File: config.mk
export PLATFORM = sky130hd
export DESIGN_NAME = uart_rx_fifo
export DESIGN_NICKNAME = d
export VERILOG_FILES = /design/src/rtl/uart_rx_fifo.sv
export SDC_FILE = /design/constraint.sdc
export NUM_CORES = 1
export LEC_CHECK = 0
export CORE_MARGIN = 3
export CORE_UTILIZATION = 45
export DETAILED_ROUTE_END_ITERATION = 16
export SETUP_SLACK_MARGIN = 0.3
export SLEW_MARGIN = 20
export SYNTH_ARGS = -nofsm -noshare
export SYNTH_HDL_FRONTEND = slang
export SYNTH_SLANG_ARGS = --single-unit
File: constraint.sdc
create_clock -name clk -period 4 [get_ports clk]
set_input_delay 0.8 -clock clk [delete_from_list [all_inputs] [get_ports clk]]
set_output_delay 0.8 -clock clk [all_outputs]
set_load 0.05 [all_outputs]
File: src/rtl/uart_rx_fifo.sv
// 8N1 UART receiver (mid-bit sampling, 2-FF input sync) feeding a valid/ready receive FIFO.
// Define UART_RX_PARITY_EN for 8E1 frames with a sticky parity_err output.
module uart_rx_fifo #(
    parameter int CLK_DIV    = 104,
    parameter int FIFO_DEPTH = 16
) (
    input  logic                        clk,
    input  logic                        reset,
    input  logic                        ser_rx,
    output logic [7:0]                  rd_data,
    output logic                        rd_valid,
    input  logic                        rd_ready,
    output logic [$clog2(FIFO_DEPTH):0] fifo_level,
    output logic                        frame_err,
    output logic                        overrun,
`ifdef UART_RX_PARITY_EN
    output logic                        parity_err,
`endif
    input  logic                        clr_err
);
    localparam int          AW      = $clog2(FIFO_DEPTH);
    localparam logic [15:0] HALF_M1 = 16'(CLK_DIV / 2 - 1);
    localparam logic [15:0] FULL_M1 = 16'(CLK_DIV - 1);

`ifdef UART_RX_PARITY_EN
    typedef enum logic [2:0] {IDLE, START, DATA, PARITY, STOP} state_t;
`else
    typedef enum logic [2:0] {IDLE, START, DATA, STOP} state_t;
`endif

    state_t      state;
    logic        rx_m, rx_s, rx_prev;
    logic [1:0]  sync_vld;
    logic        armed;
    logic [15:0] cnt;
    logic [2:0]  idx;
    logic [7:0]  shreg;
    logic        par_bad;

    logic [7:0]  mem [FIFO_DEPTH];
    logic [AW-1:0] wr_ptr, rd_ptr;
    logic [AW:0] count;
    logic        push_req, push_ok, pop, full;

`ifdef UART_RX_PARITY_EN
    assign push_req = (state == STOP) && (cnt == 16'd0) && rx_s && !par_bad;
`else
    assign push_req = (state == STOP) && (cnt == 16'd0) && rx_s;
`endif

    always_ff @(posedge clk) begin
        if (reset) begin
            rx_m      <= 1'b1;
            rx_s      <= 1'b1;
            rx_prev   <= 1'b1;
            sync_vld  <= 2'b00;
            armed     <= 1'b0;
            state     <= IDLE;
            cnt       <= 16'd0;
            idx       <= 3'd0;
            shreg     <= 8'd0;
            par_bad   <= 1'b0;
            frame_err <= 1'b0;
`ifdef UART_RX_PARITY_EN
            parity_err <= 1'b0;
`endif
        end else begin
            rx_m     <= ser_rx;
            rx_s     <= rx_m;
            rx_prev  <= rx_s;
            // rx_s only carries the real line once both sync stages have refilled;
            // starts are ignored until a genuine high level has been observed.
            sync_vld <= {sync_vld[0], 1'b1};
            if (sync_vld[1] && rx_s) armed <= 1'b1;
            if (clr_err) begin
                frame_err <= 1'b0;
`ifdef UART_RX_PARITY_EN
                parity_err <= 1'b0;
`endif
            end
            case (state)
                IDLE: if (armed && rx_prev && !rx_s) begin
                    cnt     <= HALF_M1;
                    par_bad <= 1'b0;
                    state   <= START;
                end
                START: if (cnt == 16'd0) begin
                    if (rx_s) state <= IDLE;
                    else begin
                        cnt   <= FULL_M1;
                        idx   <= 3'd0;
                        state <= DATA;
                    end
                end else cnt <= cnt - 16'd1;
                DATA: if (cnt == 16'd0) begin
                    shreg[idx] <= rx_s;
                    cnt        <= FULL_M1;
                    if (idx == 3'd7)
`ifdef UART_RX_PARITY_EN
                        state <= PARITY;
`else
                        state <= STOP;
`endif
                    else idx <= idx + 3'd1;
                end else cnt <= cnt - 16'd1;
`ifdef UART_RX_PARITY_EN
                PARITY: if (cnt == 16'd0) begin
                    par_bad <= ^{shreg, rx_s};
                    if (^{shreg, rx_s}) parity_err <= 1'b1;
                    cnt   <= FULL_M1;
                    state <= STOP;
                end else cnt <= cnt - 16'd1;
`endif
                STOP: if (cnt == 16'd0) begin
                    if (!rx_s) frame_err <= 1'b1;
                    state <= IDLE;
                end else cnt <= cnt - 16'd1;
                default: state <= IDLE;
            endcase
        end
    end

    assign full     = (count == (AW+1)'(FIFO_DEPTH));
    assign rd_valid = (count != '0);
    assign pop      = rd_valid && rd_ready;
    assign push_ok  = push_req && (!full || pop);

    always_ff @(posedge clk) begin
        if (reset) begin
            wr_ptr  <= '0;
            rd_ptr  <= '0;
            count   <= '0;
            overrun <= 1'b0;
        end else begin
            if (clr_err) overrun <= 1'b0;
            if (push_req && full && !pop) overrun <= 1'b1;
            if (push_ok) wr_ptr <= wr_ptr + 1'b1;
            if (pop) rd_ptr <= rd_ptr + 1'b1;
            case ({push_ok, pop})
                2'b10:   count <= count + 1'b1;
                2'b01:   count <= count - 1'b1;
                default: count <= count;
            endcase
        end
    end

    always_ff @(posedge clk) begin
        if (push_ok) mem[wr_ptr] <= shreg;
    end

    assign rd_data    = rd_valid ? mem[rd_ptr] : 8'd0;
    assign fifo_level = count;
endmodule

# Yosys cells after proc, flatten, opt, wreduce, memory -nomap -nowiden
# Memories as Yosys holds them, arrays and structs flattened. A register that Yosys moved wholly into a read port is not among the register bits.
# Index checks and enable logic that the tools add are counted.
dict set report op_classes {
  addsub 6
  n_eq_ne 16
  n_lt_le_gt_ge 2
  reduce_logical 25
  mux 34
}
# op n
set ops {}
lappend ops {{2-to-1 mux 16 bit} 5}
lappend ops {{one-hot mux 16 bit (4 select lines)} 1}
lappend ops {{2-to-1 mux 3 bit} 9}
lappend ops {{zero test 16 bit} 1}
lappend ops {{subtractor 16 x 1 -> 16 bit, second input constant} 1}
lappend ops {{!= test 2 bit, second input constant} 7}
lappend ops {{one-hot mux 3 bit (4 select lines)} 1}
lappend ops {{logical AND 1 bit} 10}
lappend ops {{2-to-1 mux 1 bit} 10}
lappend ops {{one-hot mux 5 bit (2 select lines)} 1}
lappend ops {{AND reduction 5 bit} 2}
lappend ops {{adder 4 x 1 -> 4 bit, second input constant} 2}
lappend ops {{bitwise mux 8 bit} 1}
lappend ops {{2-to-1 mux 4 bit} 2}
lappend ops {{2-to-1 mux 8 bit} 1}
lappend ops {{== test 3 x 2 -> 1 bit, second input constant} 2}
lappend ops {{one-hot mux 3 bit (2 select lines)} 1}
lappend ops {{nonzero test 2 bit} 3}
lappend ops {{adder 5 x 1 -> 5 bit, second input constant} 1}
lappend ops {{== test 5 bit, second input constant} 1}
lappend ops {{nonzero test 5 bit} 1}
lappend ops {{subtractor 5 x 1 -> 5 bit, second input constant} 1}
lappend ops {{< comparator 3 x 4 -> 1 bit, second input constant} 1}
lappend ops {{AND reduction 4 bit} 1}
lappend ops {{other kinds (15)} 17}
dict set report word_totals {
  inputBits 5
  regBits 51
  wordCells 99
  ram_bits 128
  out_inout_bits 16
  mem_count 1
}
# name words word_bits read_ports rd_clocked_by_memory_dff wr line
set mem_list {}
lappend mem_list {mem 16 8 1 1 1 40} ;# logic [7:0] mem [FIFO_DEPTH];

# Logic depth before layout (Yosys ltp)
dict set report logic_depth {
  ltp_word 6
  ltp_mapped 12
  mapped_depth_nobuf 12
}

# Worst setup path after synthesis
# Ideal clock, no wire load.
dict set report synth_path {
  path_type {reg-to-reg}
  from {register count[0], in the netlist fifo_level[0]}
  to {register count[4], in the netlist fifo_level[4]}
  path_stages_with_launch 12
  setup_time_ps 121
  path_slack_ps 825
  n_path_buf 1
  arrival_ps 3054
  synth_period_minus_slack_ps 3175
  t_required_ps 3879
  path_cell_list {dfxtp_1 or4_1 clkbuf_1 o21a_1 o21ai_1 inv_1 fa_1 a21o_1 a21oi_1 nor2_1 a22oi_1 mux2_2}
}
dict set report synth_between {
  elab_chain_cells 6
  elab_cells_between_ends 12
  cone_classes {add/sub: 2; eq/ne: 3; mux: 1; reduce/logical: 6}
}
# element line
set synth_lines {}
lappend synth_lines {{start: declaration} 42} ;# logic [AW:0] count;
lappend synth_lines {{start signal: assignment} 140} ;# 2'b10: count <= count + 1'b1;
lappend synth_lines {{start signal: assignment} 141} ;# 2'b01: count <= count - 1'b1;
lappend synth_lines {{start signal: assignment} 142} ;# default: count <= count;
lappend synth_lines {{== test 5 bit or nonzero test 5 bit (tied branches)} {123, 124}}
lappend synth_lines {{zero test 1 bit or logical AND 1 bit (tied branches)} {126, 125}}
lappend synth_lines {{logical OR 1 bit} 126} ;# assign push_ok = push_req && (!full || pop);
lappend synth_lines {{logical AND 1 bit} 126}
lappend synth_lines {{== test 2 x 1 -> 1 bit or == test 2 bit (tied branches)} 139} ;# case ({push_ok, pop})
lappend synth_lines {{one-hot mux 5 bit (2 select lines) or nonzero test 2 bit (tied branches)} n/a}
# Several ways; a longest one is shown, not always the timed one.
# A chain may end at the register's enable or synchronous reset.

==> metrics.md <==
| Metric | Value |
|---|---|
| CTS tree | built |
| Post-synth EDFFs | around 130 |
| Synth top cells by count | edfxtp_1 (128), dfxtp_1 (54), nor2_1 (50), mux4_2 (40) |
| Clock sinks | ~180 |
| Cts hold-fix bufs | 0 |
| Psw | 1.98 mW |
| Crit path top cell by count | mux4_2 |
| Global-route met1 utilization | between 20% and 30% |
| Total GRT Usage | between 15 and 20% |
| CTS Buffer Depth | 2 |
| Final clock skew | between 6 and 7 ps |
| Dpl hpwl | between 10000 and 15000 um |
| First-pass GRT wire length | roughly 25000 um |
| Top area cells in the synthesized netlist | edfxtp_1 (50%), dfxtp_1 (14%), mux4_2 (12%) |
| Reg2Reg Depth | 13 |
| Rel. slew slack | 40.4% |
| Synth Area in Compound Gates | under 10% |
| Post-synthesis xor/xnor area fraction | less than 1% |
| Comb pwr share | approximately 34% |
| Placed cells | between 700 and 800 |
| Cell type with the largest total area after synthesis | edfxtp_1 |
| Worst skew pair latency | around 430 ps |
| Static leakage | between 3 and 4 nW |
| Top cell type's share of synthesized area | about half |
| Post-layout min period | 3480 ps |
| TritonCTS Buffers | 17 |
| Total grt overflow | 0 |
| Global routing's busiest layer | met2 |
| Reg2reg end | fifo_level[4]$_SDFFE_PP0P_ |
| Worst-margin pin slew | around 900 ps |
| Pre-CTS setup slack | ~560 ps |
| Worst hold path depth | 1 |
| Initial antenna violation count | 0 |
| CP bufs+invs | 2 |
| Top-Level Pins | 21 |
| R2R setup slack | 750 ps |
| Die Span Y | 137 um |
| Syn-to-layout area delta | 14.5% |
| Syn Inst Count | 525 |
| Async S/R FF share, synth | 0% |
| Post-route DRC | 0 |
| Pre-antenna DRT Iters | 4 |
| Ratio of cells with drive above 1 in the final layout | 19.3% |
| Total negative setup slack | 0 ps |
| Top-count cell post-synth | edfxtp_1 |
| Netlist cell types | 59 |
| Routed vias | 4423 |
| Tcrit/Tclk final | slightly below 90% |
| Initial Util | a little under half |
| WL/cell | 19.1 um |
| Wirelength, routed | around 15000 um |
| CTS root buf | clkbuf_16 |
| Core area | between 15000 and 20000 um2 |
| Clk pwr share | 28.0% |
| Critical path cell sequence | buf_12, mux4_2, mux4_2, nor2b_1, dlygate4sd2_1 |
| Sw frac | between 30% and 40% |
| Num rows | 47 |
| Ant. Diodes | 0 |
| Peak VDD IR | around 0.8 mV |
| Final-report setup violation count | 0 |
| Area of the die | between 15000 and 20000 um2 |
| Worst EP required | 3200 ps |
| Avg Synthesized Cell Area | between 10 and 15 um2 |
| Area share of fa/ha/maj cells after synthesis | 2.86% |
| Critical Path Max Stage Delay | about 520 ps |
| Startpoint types | flop |
| Primary FF master, synth | edfxtp_1 |
| HP Class | reg2reg |
| H-Tree Depth | 4 |
| Hold Fails Final Rpt | 0 |
| Non-filler cells, final | 795 |
| F_max | 287 MHz |
| RSZ-0062 raised after global routing | false |
| Hold Path End | rx_s$_SDFF_PP1_ |
| Slew Limit Fails | 0 |
| CP delay by family, top | multiplexers |
| Slowest cell on crit path | mux4_2 |
| Synth Warn # | 0 |
| PnR worst setup slack | 520 ps |
| Vias in the first global route | 4512 |
| Final #Nets | slightly below 600 |
| Routed vias/inst | between 5 and 6 |
| Multiplexer area fraction after synthesis | between 10% and 20% |
| Die X | roughly 140 um |
| Sequential area share after synthesis | 63.9% |
| Routability Congestion | 0.861 |
| Final ANT Viol Nets | 0 |
| R2R Path Start | cnt[0]$_SDFFE_PP0P_ |
| Hold Worst Slack | 413 ps |
| Filler Cells Inserted | 1405 |
| CTS clk-pin slew, worst paths | around 70 ps |
| P per Cell Area | 634 nW/um2 |
| Crit. End Element | primary output |
| Largest net degree at the start of global routing | 39 |
| HP Start | rx_m$_SDFF_PP1_ |
| DP Area | 8270 um2 |
| Met3 usage | between 3 and 4% |
| Status | finished clean |
| DRT iter0 DRCs | ~350 |
| Crit path arrival time | around 2700 ps |
| Largest family of logic cells by synthesized area | multiplexers |
| Max FO, Critical Path | 13 |
| #FFs+latches synth | 182 |
| Post-Synth Simple-Gate Area | 10.3% |
| Global Route met2 Usage | between 20% and 30% |
| PortBufs | 20 |
| Syn Nets | ~550 |
| Worst setup path category | reg2out |
| Design Area, Final | ~8800 um2 |
| Max-Cap Viols | 0 |
| Sequential Power Share | a little under two fifths |
| Area of the mapped netlist | between 7000 and 8000 um2 |
| P_int | 3.62 mW |
[metrics by stage]
step | utilization (%) | power [mW]
6_report | 52.9 | 5.59
5_1_grt | 52.9 | 5.90
4_1_cts | 52.8 | 5.65
3_5_place_dp | 49.5 | 4.13
3_3_place_gp | 49.5 | 4.11
2_1_floorplan | - | 3.57
[metal layers]
layer	share of wire, %	vias up
li1	-	2109
met1	45	2217
met2	50	77
met3	3.1	20
met4	1.5	0
met5	0	-
[worst max path at each step]
stage / start / endpoint / slack [ps] / cells after the start
final: flop / rd_data[2] / 520 / 5
after global routing: flop / rd_data[2] / 410 / 5
after CTS: flop / rd_data[2] / 470 / 5
after detailed placement: rd_ready / fifo_level[4]$_SDFFE_PP0P_ / 560 / 10
after global placement: rd_ready / fifo_level[4]$_SDFFE_PP0P_ / 660 / 10
after floorplan: fifo_level[0]$_SDFFE_PP0P_ / fifo_level[4]$_SDFFE_PP0P_ / 830 / 11
[kinds of logic (layout without fill, tap and decap cells)]
| group | Yosys count | after routing |
|---|---|---|
| flip-flops | 182 | 182 |
| AND/OR/NAND/NOR | 150 | 150 |
| AO/OA/AOI/OAI | 75 | 75 |
| multiplexers | 52 | 52 |
| buffers and inverters | 41 | 91 |
| adder cells (fa/ha/maj) | 17 | 17 |
| XOR/XNOR | 8 | 8 |
[repair_timing]
| action | 4_1_cts | 5_1_grt |
|---|---|---|
| endpoints found under the setup margin | 8 | 1 |
| gates resized for setup | 8 | 2 |
| cloned | 0 | 0 |
| buffers inserted | 0 | 0 |
[power by group through the flow]
stage | sequential (mW) | combinational [mW] | clock [mW]
detailed placement | 2.19 | 1.94 | 0
CTS | 2.15 | 1.90 | 1.61
global route | 2.16 | 2.05 | 1.69
global placement | 2.19 | 1.92 | 0
finish | 2.15 | 1.88 | 1.56
floorplan | 2.23 | 1.34 | 0
[layout make-up]
| cell class | instances | area [um2] | area share [%] |
|---|---|---|---|
| Clock buffer | 17 | 425 | 4.82 |
| Clock inverter | 15 | 133 | 1.50 |
| Inverter | 17 | 63.8 | 0.723 |
| Multi-Input combinational cell | 302 | 2630 | 29.7 |
| Sequential cell | 182 | 4930 | 55.8 |
| Tap cell | 220 | 275 | 3.12 |
| Timing Repair Buffer | 42 | 380 | 4.31 |
[worst reg2reg max path: cells and delay by family, from the launching register on]
family / cells / cell delay (ps)
flops: 1 / 350
mux: 1 / 350
compound gates: 4 / 820
simple gates: 3 / 500
fa+ha+maj: 2 / 650
buf+inv: 3 / 490
[placed cells by master, fill, tap and decap left out, types with 7 or more instances in the layout]
cell and n:
clkdlybuf4s50_1 12, inv_1 17, nor2b_1 12, a21oi_1 19, edfxtp_1 128, ha_1 16, o21a_1 7, dlygate4sd2_1 8
dfxtp_1 53, o21ai_0 15, nor2_1 50, mux4_2 40, nor3_1 19, mux2i_1 10, clkbuf_16 17, nand3_1 13
nand2_1 17, buf_4 20
[sequential cells by signal (all words and copies together), names as in the netlist, 2 cells and up, named ones only]
signal      count
state           2
cnt            16
sync_vld        2
mem           128
fifo_level      5
shreg           8
rd_ptr          4
wr_ptr          4
idx             3
Note: power is estimated with default switching activity, not from simulation.
